<file path="src/rtl/svm_kernel_sched_if.sv">
// ---------------------------------------------------------------------------
// svm_kernel_sched_if
// Bundles the classification-control, kernel-engine and alpha-memory signals
// of the SVM kernel scheduler.
//   Parameters : IDX_W (support-vector index width), ACC_W (score width)
//   master     : drives start, stall_MEM, bias, kern_done, kern_result,
//                alpha_data; observes everything the scheduler drives
//   slave      : the scheduler side (svm_kernel_sched)
// ---------------------------------------------------------------------------
interface svm_kernel_sched_if #(
  parameter int IDX_W = 4,
  parameter int ACC_W = 40
);
  logic             start;
  logic             stall_MEM;
  logic             kern_start;
  logic [IDX_W-1:0] kern_sv_idx;
  logic             kern_done;
  logic [15:0]      kern_result;
  logic [IDX_W-1:0] alpha_addr;
  logic [15:0]      alpha_data;
  logic             alpha_rd;
  logic [ACC_W-1:0] bias;
  logic             busy;
  logic             done;
  logic [ACC_W-1:0] score;
  logic             decision;
  logic             error;

  modport master (
    output start, stall_MEM, bias, kern_done, kern_result, alpha_data,
    input  kern_start, kern_sv_idx, alpha_addr, alpha_rd,
           busy, done, score, decision, error
  );

  modport slave (
    input  start, stall_MEM, bias, kern_done, kern_result, alpha_data,
    output kern_start, kern_sv_idx, alpha_addr, alpha_rd,
           busy, done, score, decision, error
  );
endinterface

</file>
<file path="src/rtl/svm_kernel_sched.sv">
// ---------------------------------------------------------------------------
// svm_kernel_sched
// Sequences NUM_SV kernel evaluations for one SVM classification and
// accumulates score = bias + sum(alpha[i] * K(x, sv[i])) with saturation.
//   clk, rst : rising-edge clock, synchronous active-high reset
//   bus      : svm_kernel_sched_if.slave
//     start/bias            -> begin classification, bias sampled at start
//     stall_MEM             -> holds the scheduler in ISSUE
//     kern_start/kern_sv_idx, kern_done/kern_result -> kernel engine
//     alpha_rd/alpha_addr, alpha_data (1-cycle read latency) -> alpha memory
//     busy, done, score, decision, error -> status and result
// Optional feature: define SVM_SCHED_TIMEOUT_EN to bound each WAIT to
// TIMEOUT cycles; a timed-out index sets the sticky error flag and is
// skipped without touching the accumulator.
// Number formats: alpha and kernel are Q8.8, product and accumulator Q.16.
// ---------------------------------------------------------------------------
module svm_kernel_sched #(
  parameter int NUM_SV  = 10,
  parameter int IDX_W   = 4,
  parameter int ACC_W   = 40,
  parameter int TIMEOUT = 1023
) (
  input logic               clk,
  input logic               rst,
  svm_kernel_sched_if.slave bus
);

  // Wide enough for both the ACC_W accumulator and the 33-bit product, plus carry.
  localparam int SUM_W = ((ACC_W > 33) ? ACC_W : 33) + 1;

  if ((2 ** IDX_W) < NUM_SV || TIMEOUT < 1) begin : g_bad_cfg
    $error("svm_kernel_sched: IDX_W too small for NUM_SV or TIMEOUT < 1");
  end

  typedef enum logic [2:0] {
    S_IDLE  = 3'd0,
    S_ISSUE = 3'd1,
    S_WAIT  = 3'd2,
    S_MAC   = 3'd3,
    S_FINAL = 3'd4
  } state_t;

  // Signed accumulate with clamping to the ACC_W range instead of wrapping.
  function automatic logic [ACC_W-1:0] sat_add(input logic [ACC_W-1:0] acc,
                                                input logic [32:0]      prod);
    logic signed [SUM_W-1:0] sum;
    logic signed [SUM_W-1:0] max_v;
    logic signed [SUM_W-1:0] min_v;
    max_v = {{(SUM_W-ACC_W+1){1'b0}}, {(ACC_W-1){1'b1}}};
    min_v = {{(SUM_W-ACC_W+1){1'b1}}, {(ACC_W-1){1'b0}}};
    sum   = $signed({{(SUM_W-ACC_W){acc[ACC_W-1]}}, acc})
          + $signed({{(SUM_W-33){prod[32]}}, prod});
    if (sum > max_v) begin
      sat_add = max_v[ACC_W-1:0];
    end else if (sum < min_v) begin
      sat_add = min_v[ACC_W-1:0];
    end else begin
      sat_add = sum[ACC_W-1:0];
    end
  endfunction

  state_t           state_q, state_d;
  logic [IDX_W-1:0] idx_q, idx_d;
  logic [ACC_W-1:0] acc_q, acc_d;
  logic [15:0]      kres_q, kres_d;
  logic [15:0]      alpha_q, alpha_d;
  logic             alpha_vld_q, alpha_vld_d;
  logic             kern_start_q, kern_start_d;
  logic             alpha_rd_q, alpha_rd_d;
  logic             busy_q, busy_d;
  logic             done_q, done_d;
  logic [ACC_W-1:0] score_q, score_d;
  logic             decision_q, decision_d;
  logic             last_sv_s;
  logic [15:0]      alpha_sel_s;
  logic [32:0]      prod_s;
`ifdef SVM_SCHED_TIMEOUT_EN
  localparam int CNT_W = $clog2(TIMEOUT + 1);
  logic [CNT_W-1:0] cnt_q, cnt_d;
  logic             error_q, error_d;
`endif

  assign last_sv_s   = (idx_q == IDX_W'(NUM_SV - 1));
  // When the kernel answers one cycle after issue, MAC runs in the very cycle
  // alpha_data is valid, before it has been captured into alpha_q.
  assign alpha_sel_s = alpha_vld_q ? bus.alpha_data : alpha_q;
  assign prod_s      = {{17{alpha_sel_s[15]}}, alpha_sel_s} * {17'd0, kres_q};

  // Next-state and next-output computation for the scheduler FSM.
  always_comb begin
    state_d      = state_q;
    idx_d        = idx_q;
    acc_d        = acc_q;
    kres_d       = kres_q;
    alpha_vld_d  = alpha_rd_q;
    alpha_d      = alpha_vld_q ? bus.alpha_data : alpha_q;
    kern_start_d = 1'b0;
    alpha_rd_d   = 1'b0;
    done_d       = 1'b0;
    score_d      = score_q;
    decision_d   = decision_q;
`ifdef SVM_SCHED_TIMEOUT_EN
    cnt_d        = cnt_q;
    error_d      = error_q;
`endif
    case (state_q)
      S_IDLE: begin
        if (bus.start) begin
          state_d = S_ISSUE;
          acc_d   = bus.bias;
          idx_d   = {IDX_W{1'b0}};
`ifdef SVM_SCHED_TIMEOUT_EN
          error_d = 1'b0;
`endif
        end else begin
          state_d = S_IDLE;
        end
      end
      S_ISSUE: begin
        if (!bus.stall_MEM) begin
          kern_start_d = 1'b1;
          alpha_rd_d   = 1'b1;
          state_d      = S_WAIT;
`ifdef SVM_SCHED_TIMEOUT_EN
          cnt_d        = {CNT_W{1'b0}};
`endif
        end else begin
          state_d = S_ISSUE;
        end
      end
      S_WAIT: begin
        if (bus.kern_done) begin
          kres_d  = bus.kern_result;
          state_d = S_MAC;
        end
`ifdef SVM_SCHED_TIMEOUT_EN
        else if (cnt_q == CNT_W'(TIMEOUT - 1)) begin
          // Give up on this index: flag it and move on without accumulating.
          error_d = 1'b1;
          if (last_sv_s) begin
            state_d = S_FINAL;
          end else begin
            idx_d   = idx_q + IDX_W'(1);
            state_d = S_ISSUE;
          end
        end else begin
          cnt_d = cnt_q + CNT_W'(1);
        end
`else
        else begin
          state_d = S_WAIT;
        end
`endif
      end
      S_MAC: begin
        acc_d = sat_add(acc_q, prod_s);
        if (last_sv_s) begin
          state_d = S_FINAL;
        end else begin
          idx_d   = idx_q + IDX_W'(1);
          state_d = S_ISSUE;
        end
      end
      S_FINAL: begin
        score_d    = acc_q;
        decision_d = ~acc_q[ACC_W-1];
        done_d     = 1'b1;
        state_d    = S_IDLE;
      end
      default: begin
        state_d = S_IDLE;
      end
    endcase
    busy_d = (state_d != S_IDLE);
  end

  // State and output registers with synchronous reset.
  always_ff @(posedge clk) begin
    if (rst) begin
      state_q      <= S_IDLE;
      idx_q        <= {IDX_W{1'b0}};
      acc_q        <= {ACC_W{1'b0}};
      kres_q       <= 16'd0;
      alpha_q      <= 16'd0;
      alpha_vld_q  <= 1'b0;
      kern_start_q <= 1'b0;
      alpha_rd_q   <= 1'b0;
      busy_q       <= 1'b0;
      done_q       <= 1'b0;
      score_q      <= {ACC_W{1'b0}};
      decision_q   <= 1'b0;
`ifdef SVM_SCHED_TIMEOUT_EN
      cnt_q        <= {CNT_W{1'b0}};
      error_q      <= 1'b0;
`endif
    end else begin
      state_q      <= state_d;
      idx_q        <= idx_d;
      acc_q        <= acc_d;
      kres_q       <= kres_d;
      alpha_q      <= alpha_d;
      alpha_vld_q  <= alpha_vld_d;
      kern_start_q <= kern_start_d;
      alpha_rd_q   <= alpha_rd_d;
      busy_q       <= busy_d;
      done_q       <= done_d;
      score_q      <= score_d;
      decision_q   <= decision_d;
`ifdef SVM_SCHED_TIMEOUT_EN
      cnt_q        <= cnt_d;
      error_q      <= error_d;
`endif
    end
  end

  assign bus.kern_start  = kern_start_q;
  assign bus.kern_sv_idx = idx_q;
  assign bus.alpha_rd    = alpha_rd_q;
  assign bus.alpha_addr  = idx_q;
  assign bus.busy        = busy_q;
  assign bus.done        = done_q;
  assign bus.score       = score_q;
  assign bus.decision    = decision_q;
`ifdef SVM_SCHED_TIMEOUT_EN
  assign bus.error       = error_q;
`else
  assign bus.error       = 1'b0;
`endif

endmodule

</file>
<file path="src/flat_wrapper.sv">
// flat-port wrapper written by rule: the top's interface ports become plain ports
module svm_kernel_sched_flat 
#(
  parameter int NUM_SV  = 10,
  parameter int IDX_W   = 4,
  parameter int ACC_W   = 40,
  parameter int TIMEOUT = 1023
)
  (clk, rst, bus_start, bus_stall_MEM, bus_bias, bus_kern_done, bus_kern_result, bus_alpha_data, bus_kern_start, bus_kern_sv_idx, bus_alpha_addr, bus_alpha_rd, bus_busy, bus_done, bus_score, bus_decision, bus_error);
  svm_kernel_sched_if #(.IDX_W(IDX_W), .ACC_W(ACC_W)) bus_i ();
  input logic clk;
  input logic rst;
  input wire logic [$bits(bus_i.start)-1:0] bus_start;
  input wire logic [$bits(bus_i.stall_MEM)-1:0] bus_stall_MEM;
  input wire logic [$bits(bus_i.bias)-1:0] bus_bias;
  input wire logic [$bits(bus_i.kern_done)-1:0] bus_kern_done;
  input wire logic [$bits(bus_i.kern_result)-1:0] bus_kern_result;
  input wire logic [$bits(bus_i.alpha_data)-1:0] bus_alpha_data;
  output wire logic [$bits(bus_i.kern_start)-1:0] bus_kern_start;
  output wire logic [$bits(bus_i.kern_sv_idx)-1:0] bus_kern_sv_idx;
  output wire logic [$bits(bus_i.alpha_addr)-1:0] bus_alpha_addr;
  output wire logic [$bits(bus_i.alpha_rd)-1:0] bus_alpha_rd;
  output wire logic [$bits(bus_i.busy)-1:0] bus_busy;
  output wire logic [$bits(bus_i.done)-1:0] bus_done;
  output wire logic [$bits(bus_i.score)-1:0] bus_score;
  output wire logic [$bits(bus_i.decision)-1:0] bus_decision;
  output wire logic [$bits(bus_i.error)-1:0] bus_error;
  assign bus_i.start = bus_start;
  assign bus_i.stall_MEM = bus_stall_MEM;
  assign bus_i.bias = bus_bias;
  assign bus_i.kern_done = bus_kern_done;
  assign bus_i.kern_result = bus_kern_result;
  assign bus_i.alpha_data = bus_alpha_data;
  assign bus_kern_start = bus_i.kern_start;
  assign bus_kern_sv_idx = bus_i.kern_sv_idx;
  assign bus_alpha_addr = bus_i.alpha_addr;
  assign bus_alpha_rd = bus_i.alpha_rd;
  assign bus_busy = bus_i.busy;
  assign bus_done = bus_i.done;
  assign bus_score = bus_i.score;
  assign bus_decision = bus_i.decision;
  assign bus_error = bus_i.error;
  svm_kernel_sched #(.NUM_SV(NUM_SV), .IDX_W(IDX_W), .ACC_W(ACC_W), .TIMEOUT(TIMEOUT)) u_core (.clk(clk), .rst(rst), .bus(bus_i));
endmodule
</file>
<file path="config.mk">
export PLATFORM = sky130hd
export DESIGN_NAME = svm_kernel_sched_flat
export DESIGN_NICKNAME = d
export VERILOG_FILES = /design/src/rtl/svm_kernel_sched_if.sv /design/src/rtl/svm_kernel_sched.sv /design/src/flat_wrapper.sv
export SDC_FILE = /design/constraint.sdc
export NUM_CORES = 1
export LEC_CHECK = 0
export ABC_AREA = 1
export ABC_CLOCK_PERIOD_IN_PS = 12400
export CORE_ASPECT_RATIO = 0.9
export CORE_MARGIN = 2
export CORE_UTILIZATION = 58
export DETAILED_ROUTE_END_ITERATION = 8
export PLACE_DENSITY_LB_ADDON = 0.2
export SLEW_MARGIN = 30
export SYNTH_ARGS = -nofsm -noshare
export SYNTH_HDL_FRONTEND = slang
export SYNTH_SLANG_ARGS = --single-unit
</file>
<file path="constraint.sdc">
create_clock -name clk -period 12.4 [get_ports clk]
set_clock_uncertainty 0.1 [all_clocks]
set_input_delay 1.24 -clock clk [delete_from_list [all_inputs] [get_ports clk]]
set_output_delay 1.24 -clock clk [all_outputs]
set_load 0.05 [all_outputs]
</file>
# ---- Word-level counts from Yosys, hierarchy flattened
# Cells that the tools add are included.
# W data, S select, Z words.
dict set report op_classes {
  mul 1
  n_bitwise 2
  eq_ne 7
  div 0
  shifts 0
  n_reduce_logical 7
  addsub 2
  n_mux 15
  magnitude_cmp 2
}
# op count
set ops {}
lappend ops {{$mux W40} 3}
lappend ops {{$pmux W40 S2} 1}
lappend ops {{$add A40 B33 Y41} 1}
lappend ops {{$gt A41 B40 Y1 const B} 1}
lappend ops {{$lt A41 B40 Y1 const B} 1}
lappend ops {{$mul A16 B17 Y33} 1}
lappend ops {{$mux W16} 1}
lappend ops {{$pmux W3 S4} 1}
lappend ops {{$mux W4} 2}
lappend ops {{$pmux W4 S2} 1}
lappend ops {{$eq A3 B2 Y1 const B} 2}
lappend ops {{$add A4 B1 Y4 const B} 1}
lappend ops {{$eq A4 B4 Y1 const B} 1}
lappend ops {{$mux W1} 4}
lappend ops {{$ne A2 B2 Y1 const B} 2}
lappend ops {{$reduce_and A2 Y1} 2}
lappend ops {{$eq A3 B1 Y1 const B} 1}
lappend ops {{$eq A3 B3 Y1 const B} 1}
lappend ops {{$logic_not A3 Y1} 1}
lappend ops {{$mux W3} 1}
lappend ops {{$reduce_and A3 Y1} 1}
lappend ops {{$reduce_bool A3 Y1} 1}
lappend ops {{$mux W2} 1}
lappend ops {{$not A1 Y1} 2}
lappend ops {{2 further kinds} 2}
dict set report totals {
  word_cells 47
  ramBits 0
  memories 0
  latchBits 0
  romBits 0
  ff_bits 124
}

# ---- Depth between registers and ports, before layout
# Gate-level depths: netlist (run 1).
dict set report depth {
  ltp_word 7
  mapped_depth 37
}

# ---- Worst setup path before layout (run 1)
# No wires, ideal clock.
dict set report synth_path {
  path_type {input to register}
  from {input port bus_alpha_data[4]}
  to {register u_core.acc_q[31]}
  path_stages 31
  path_slack_ns 5.272
  required_time_ns 12.160
  arrival_time_ns 6.888
  path_cell_list {or2_2 -> o21ai_0 -> clkbuf_1 -> nor2_1 -> fa_1 -> inv_1 -> fa_1 -> fa_1 -> inv_1 -> fa_1 -> fa_1 -> inv_1 -> fa_1 -> inv_1 -> ha_1 -> nand2_1 -> inv_1 -> a21oi_1 -> nand2_1 -> nand2_1 -> nand3_2 -> nand2_1 -> nand2_1 -> nand2_1 -> nand2_1 -> a21oi_2 -> buf_6 -> buf_12 -> nand2_4 -> nand2_2 -> a21oi_2}
}
dict set report synth_via {
  elab_chain_cells 7
  word_cells_on_any_way 8
  cone_classes {add/sub: 1; mul: 1; order compare: 2; mux: 4}
}
# element line_no
set synth_rtl {}
lappend synth_rtl {{start: declaration} flat_wrapper.sv:18} ;# input wire logic [$bits(bus_i.alpha_data)-1:0] bus_alpha_data;
lappend synth_rtl {{$mux W16 *} svm_kernel_sched.sv:86} ;# assign alpha_sel_s = alpha_vld_q ? bus.alpha_data : alpha_q;
lappend synth_rtl {{$mul A16 B17 Y33 *} svm_kernel_sched.sv:87} ;# assign prod_s = {{17{alpha_sel_s[15]}}, alpha_sel_s} * {17'd0, kres_q};
lappend synth_rtl {{$add A40 B33 Y41 *} svm_kernel_sched.sv:52} ;# + $signed({{(SUM_W-33){prod[32]}}, prod});
lappend synth_rtl {{$lt A41 B40 Y1} svm_kernel_sched.sv:55} ;# end else if (sum < min_v) begin
lappend synth_rtl {{$mux W40} svm_kernel_sched.sv:55}
lappend synth_rtl {{$mux W40 *} svm_kernel_sched.sv:53} ;# if (sum > max_v) begin
lappend synth_rtl {{$pmux W40 S2 *} svm_kernel_sched.sv:106} ;# case (state_q)
lappend synth_rtl {{end signal: assignment} svm_kernel_sched.sv:182} ;# acc_q <= {ACC_W{1'b0}};
lappend synth_rtl {{end: declaration} svm_kernel_sched.sv:64} ;# logic [ACC_W-1:0] acc_q, acc_d;
# Mark *: on every way between the ends. The rest lies on a longest branch, timed or not.
# A chain may end at the register's enable or synchronous reset.

# ---- Final worst setup path (run 1)
dict set report layout_path {
  from {input port bus_alpha_data[3]}
  to {register u_core.acc_q[32]}
}
# Same word-level chain as after synthesis.

==> results.md, run 1 <==
* Outcome: finished clean
* Number of synthesized flops with an enable pin at 0
* Synth unique cells at 40
* # H-tree levels at 4
* Hold Buf Count CTS at 0
* RSZ-0062 raised after global routing: false
* Crit path launch type: primary input
* Initial DRC Count at 1207
* Total Wirelength at 47100 um
* Top Ports at 131
* Critical-path top delay cell: fa_1
* Syn_area_per_cell at 7.40 um^2
* Slew @ Worst Pin at 0.883 ns
* Post-synthesis simple-gate area fraction at 23.6%
* Post-CTS Resized at 0
* WS Path Type: in -> reg
* Cts bufs inserted at 17
* Remaining Overflow, GRT at 0
* Clk slew on worst S/H paths at 0.06 ns
* Nets at 2678
* Yosys reg bits at 124
* Bufs on Longest Clock Path at 2
* TNS Setup at 0 ns
* Root Driver: clkbuf_16
* I/O Buffers at 129
* PD cells at 69.6 mW/mm^2
* Post-Syn Area at 0.0159 mm^2
* Drc violations at 0
* Compound-Gate Fraction of Synth Area at 7.10%
* Area grow syn2layout at 13.0%
* Fraction of layout cells with a size suffix above 1 at 5.66%
* Async set-or-reset flop fraction in the synthesized netlist at 0%
* Tot Pwr at 1250 uW
* Leakage at 0.00900 uW
* Row count at 57
* Sw Ratio at 34.0%
* Routed WL per cell at 18.1 um
* Synth top cells by count: 456 x nand2_1, 406 x inv_1, 346 x nor2_1
* Antenna violations before repair at 0
* Seq pwr share at 34.9%
* Critical Path RT at 12.59 ns
* Worst Path Max Fanout at 39
* Hold Crit Class: reg -> reg
* Cell type with the largest total area after synthesis: fa_1
* Largest family of logic cells by synthesized area: adder cells
* Clock sink count at 124
* First-pass DRT Iterations at 7
* Die Ht at 161 um
* Ant. Diodes at 0
* Max cap viols at 0
* Period Utilization, post-route at 67.6%
* Vias in the first global route at 14100
* Top cell type's share of synthesized area at 28.7%
* Final GP Congestion at 1.01
* Antenna viol nets, final at 0
* Mapped Nets at 2594
* DIE WIDTH at 178 um
* Maximum clock frequency at 119 MHz
* Final setup vio count at 0
* Pins Over Slew Limit at 0
* Final HPWL DP at 38200 um
* Fin util at 66.6%
* Clock share of power at 41.4%
* Full die area at 0.0287 mm^2
* Routed vias at 14000
* Crit. End Element: flop
* Post-CTS Setup Inserts at 0
* Initial core utilization at 58.9%
* Total routing usage reported by global routing at 34.1%
* Crit path DAT at 8.57 ns
* Worst path most repeated cell: nand2_1
* Post-synthesis sequential area ratio at 15.6%
* Largest net degree at the start of global routing at 79
* Most frequent cell after synthesis: nand2_1
* Ranking of synthesized cells by area: fa_1 29%, dfxtp_1 16%, ha_1 11%
* Synth warn at 0
* First-pass GRT wire length at 74200 um
* Crit path time final at 8.38 ns
* Post-Syn Instances at 2147
* Top_reg_cell synth: dfxtp_1
* Max incr delay on CP at 0.54 ns
* Vias per inst at 5.40
* Core Region at 0.0270 mm^2
* Final Hold Vio Count at 0
* Skew-Pair Late Insertion Delay at 0.44 ns
* Mux cell area share after synthesis at 0.0630%
* Combinational share of power at 23.7%
* Final hold slack at 0.372 ns
* Net switching power at 425 uW
* Slew margin rel. at 41.1%
* Synth Area in Adders at 39.9%
* CTS tree: yes
* Post-Synth XOR/XNOR Area at 1.43%
* Max IR drop VDD at 0.0772 mV
* Pint at 824 uW
## routing by layer
layer,global-route usage [%],part of all wire [%]
met5,0,0
met4,13.2,3.6
met3,9.16,9.1
met2,53.4,46
met1,45.1,42
## critical path: cells and delay by family
| family | cells | cell delay, ns |
|---|---|---|
| buf+inv | 5 | 0.95 |
| compound gates | 1 | 0.05 |
| fa+ha+maj | 7 | 3.40 |
| simple gates | 17 | 2.91 |
## power groups by stage
stage                     Sequential [uW]  Combinational (uW)  Clock [uW]
final                                 436                 296         517
after global routing                  437                 330         539
after CTS                             435                 295         520
after detailed placement              444                 291           0
after global placement                444                 287           0
after floorplan                       432                 201           0
## metrics by stage
| stage | cell area [um^2] | setup slack [ns] | instances |
|---|---|---|---|
| CTS | 17900 | 4.09 | 2597 |
| detailed placement | 17400 | 3.71 | 2566 |
| global placement | 17400 | 3.77 | 2566 |
| floorplan | 15900 | 5.27 | 2147 |
| finish | 17900 | 4.02 | 2597 |
| global route | 17900 | 3.67 | 2597 |
## logic make-up after synthesis
kind of cell	after synthesis
AOI/OAI and AO/OA	208
adders and majority gates	370
muxes	1
DFF	124
other	1
and+or+nand+nor	918
buffers and inverters	499
xor gates and xnor gates	26
## final timing paths
check,from,end,slack [ns],depth (start not counted)
min reg2reg,u_core.acc_q[19]$_SDFFE_PP0P_,u_core.acc_q[19]$_SDFFE_PP0P_,0.37,2
max reg2reg,u_core.alpha_vld_q$_SDFF_PP0_,u_core.acc_q[32]$_SDFFE_PP0P_,4.27,30
max,bus_alpha_data[3],u_core.acc_q[32]$_SDFFE_PP0P_,4.02,30
min,u_core.acc_q[19]$_SDFFE_PP0P_,u_core.acc_q[19]$_SDFFE_PP0P_,0.37,2
## placed cells by master (no fill, tap or decap), types with 16 or more instances in the layout
cell type,netlist,layout
nand2_2,16,16
nand3_1,30,29
o21ai_0,74,74
clkdlybuf4s50_1,0,128
dfxtp_1,124,124
fa_1,228,228
nor2_1,346,346
ha_1,142,142
a21oi_1,102,102
nand2_1,456,456
clkbuf_16,0,17
xor2_1,21,21
or2_2,27,27
inv_1,406,406
## final cells by class
| cell class | instances | area, um^2 |
|---|---|---|
| inverters | 421 | 1580 |
| fillers | 2363 | 9010 |
| multi-input cells | 1524 | 11500 |
| clock inverters | 13 | 143 |
| repair buffers | 143 | 1390 |
| well taps | 354 | 443 |
| clock buffers | 18 | 439 |
| flip-flops and latches | 124 | 2480 |
## registers in the layout (all words and copies together) (netlist names)
| signal | count |
|---|---|
| u_core.acc_q | 40 |
| u_core.bus.score | 40 |
| u_core.alpha_q | 16 |
| u_core.kres_q | 16 |
| u_core.bus.alpha_addr | 4 |
| u_core.state_q | 3 |
| u_core.alpha_vld_q | 1 |
| u_core.bus.busy | 1 |
| u_core.bus.decision | 1 |
| u_core.bus.done | 1 |
| u_core.bus.kern_start | 1 |
Note: power is estimated with default switching activity, not from simulation.
==> run 2: changes to the inputs <==
--- a/config.mk
+++ b/config.mk
@@ -6,10 +6,10 @@
 export NUM_CORES = 1
 export LEC_CHECK = 0
 export ABC_AREA = 1
-export ABC_CLOCK_PERIOD_IN_PS = 12400
+export ABC_CLOCK_PERIOD_IN_PS = 6930
 export CORE_ASPECT_RATIO = 0.9
 export CORE_MARGIN = 2
-export CORE_UTILIZATION = 58
+export CORE_UTILIZATION = 55
 export DETAILED_ROUTE_END_ITERATION = 8
 export PLACE_DENSITY_LB_ADDON = 0.2
 export SLEW_MARGIN = 30
==> constraint.sdc (replaced) <==
create_clock -name clk -period 6.93 [get_ports clk]
set_clock_uncertainty 0.1 [all_clocks]
set_input_delay 0.693 -clock clk [delete_from_list [all_inputs] [get_ports clk]]
set_output_delay 0.693 -clock clk [all_outputs]
set_load 0.05 [all_outputs]
==> run 2 against run 1 <==
Hold slack got worse by 0.034 ns. Power rose by 90%. Flip-flop and latch count did not move. Cell count rose by 7.7%. Via count rose by 5.3%. Die area rose by 5.3%. Critical path type unchanged. Largest power group unchanged. Highest routed layer unchanged.
==> results.md, run 2 (synthesis gave the netlist of run 1 again) <==
* Final hold slack at 0.338 ns
* WS Path Type: in -> reg
* Area grow syn2layout at 24.2%
* Full die area at 0.0303 mm^2
* Leakage at 0.00990 uW
* Maximum clock frequency at 148 MHz
* Period Utilization, post-route at 97.8%
* Slew margin rel. at 39.9%
* Net switching power at 816 uW
* Crit path DAT at 6.98 ns
* Row count at 59
* Crit. End Element: flop
* Worst Path Max Fanout at 6
* Final HPWL DP at 40200 um
* Initial core utilization at 55.5%
* Bufs on Longest Clock Path at 2
* Tot Pwr at 2370 uW
* Drc violations at 0
* Largest net degree at the start of global routing at 67
* Cts bufs inserted at 17
* Crit path launch type: primary input
* PD cells at 120 mW/mm^2
* Core Region at 0.0286 mm^2
* Cell Area, Placed at 0.0186 mm^2
* Pins Over Slew Limit at 0
* # H-tree levels at 4
* Antenna violations before repair at 0
* Critical-path top delay cell: fa_1
* Most frequent cells in the layout: 444 x nand2_1, 396 x inv_1, 344 x nor2_1, 223 x fa_1, 184 x buf_4
* Routed vias at 14800
* Clock sink count at 124
* First-pass DRT Iterations at 6
* Max cap viols at 0
* DIE WIDTH at 183 um
* Final GP Congestion at 1.00
* Slew @ Worst Pin at 0.902 ns
* Root Driver: clkbuf_16
* First-pass GRT wire length at 77900 um
* Critical Path RT at 7.13 ns
* Combinational share of power at 27.0%
* Sw Ratio at 34.4%
* Hold Crit Class: reg -> reg
* Final setup vio count at 0
* Crit path time final at 6.78 ns
* Initial DRC Count at 1084
* Most common cell after layout, fill and taps aside: nand2_1
* Hold Buf Count CTS at 0
* Outcome: finished clean
* Antenna viol nets, final at 0
* Vias in the first global route at 14700
* Pint at 1550 uW
* Skew-Pair Late Insertion Delay at 0.45 ns
* CTS tree: yes
* Max IR drop VDD at 0.165 mV
* Total routing usage reported by global routing at 33.8%
* Routed WL per cell at 18.0 um
* Clk slew on worst S/H paths at 0.07 ns
* Nets at 2866
* Fraction of layout cells with a size suffix above 1 at 15.1%
* Clock share of power at 40.5%
* Max incr delay on CP at 0.55 ns
* Design area at 0.0197 mm^2
* Ant. Diodes at 0
* TNS Setup at 0 ns
* Final Hold Vio Count at 0
* I/O Buffers at 129
* Vias per inst at 5.28
* Total Wirelength at 50300 um
* Fill cells at 2404
* Remaining Overflow, GRT at 0
* Top Ports at 131
* Die Ht at 165 um
* Seq pwr share at 32.5%
## run 2: cell types whose count changed in the layout (fill, tap and decap cells not counted), moves of 7 or more
cell,previous run,this run
a21oi_1,102,94
a21oi_2,12,20
buf_4,14,184
buf_6,0,7
ha_1,142,135
inv_1,406,396
inv_2,6,13
nand2_1,456,444
nand2_2,16,26
o21ai_0,74,67
## run 2: path summary, 6_finish.rpt
path / slack [ns] / end / from / depth (start not counted)
setup / recovery: 0.15 / u_core.acc_q[4]$_SDFFE_PP0P_ / bus_alpha_data[14] / 31
hold / removal: 0.34 / u_core.alpha_vld_q$_SDFF_PP0_ / u_core.bus.kern_start$_SDFF_PP0_ / 2
hold reg to reg: 0.34 / u_core.alpha_vld_q$_SDFF_PP0_ / u_core.bus.kern_start$_SDFF_PP0_ / 2
setup reg to reg: 0.17 / u_core.acc_q[4]$_SDFFE_PP0P_ / u_core.alpha_vld_q$_SDFF_PP0_ / 31
## run 2: final cells by class
type | instances | area [um^2] | area share, %
timing repair inverter | 3 | 22.5 | 0.114
timing repair buffer | 328 | 2890 | 14.6
clock inverter | 14 | 159 | 0.806
multi-input combinational | 1524 | 11700 | 59.2
tap | 366 | 458 | 2.32
inverter | 421 | 1600 | 8.10
sequential | 124 | 2490 | 12.6
clock buffer | 18 | 439 | 2.23
## run 2: per-layer routing
| layer | GRT usage [%] | share of wire [%] |
|---|---|---|
| met1 | 43.8 | 42 |
| met2 | 55.9 | 47 |
| met3 | 7.52 | 8.4 |
| met4 | 12.3 | 3.3 |
| met5 | 0 | 0 |
## run 2: power by group through the flow
| stage | Combinational, uW | Sequential [uW] | Clock [uW] |
|---|---|---|---|
| finish | 639 | 771 | 960 |
| global route | 703 | 773 | 988 |
| CTS | 606 | 770 | 969 |
| detailed placement | 597 | 786 | 0 |
| global placement | 589 | 786 | 0 |
| floorplan | 359 | 773 | 0 |
## run 2: worst max-delay path, delay by kind of cell
kind            cells  cell delay, ns
compound gates      5            0.71
simple gates       10            1.08
fa+ha+maj           7            3.25
buf+inv             9            1.23
## run 2: through the flow
stage	setup WS, ns	util [%]	std cells
floorplan	0.349	-	2147
global placement	-0.284	65.1	2739
detailed placement	-0.332	65.1	2739
CTS	0.0394	67.2	2771
global route	-0.101	68.8	2798
finish	0.151	68.8	2798
## run 2: what timing repair did
item	4_1_cts	5_1_grt
resized for setup	0	76
setup endpoints to repair	0	39
hold endpoints to repair	0	0
setup buffers	0	19
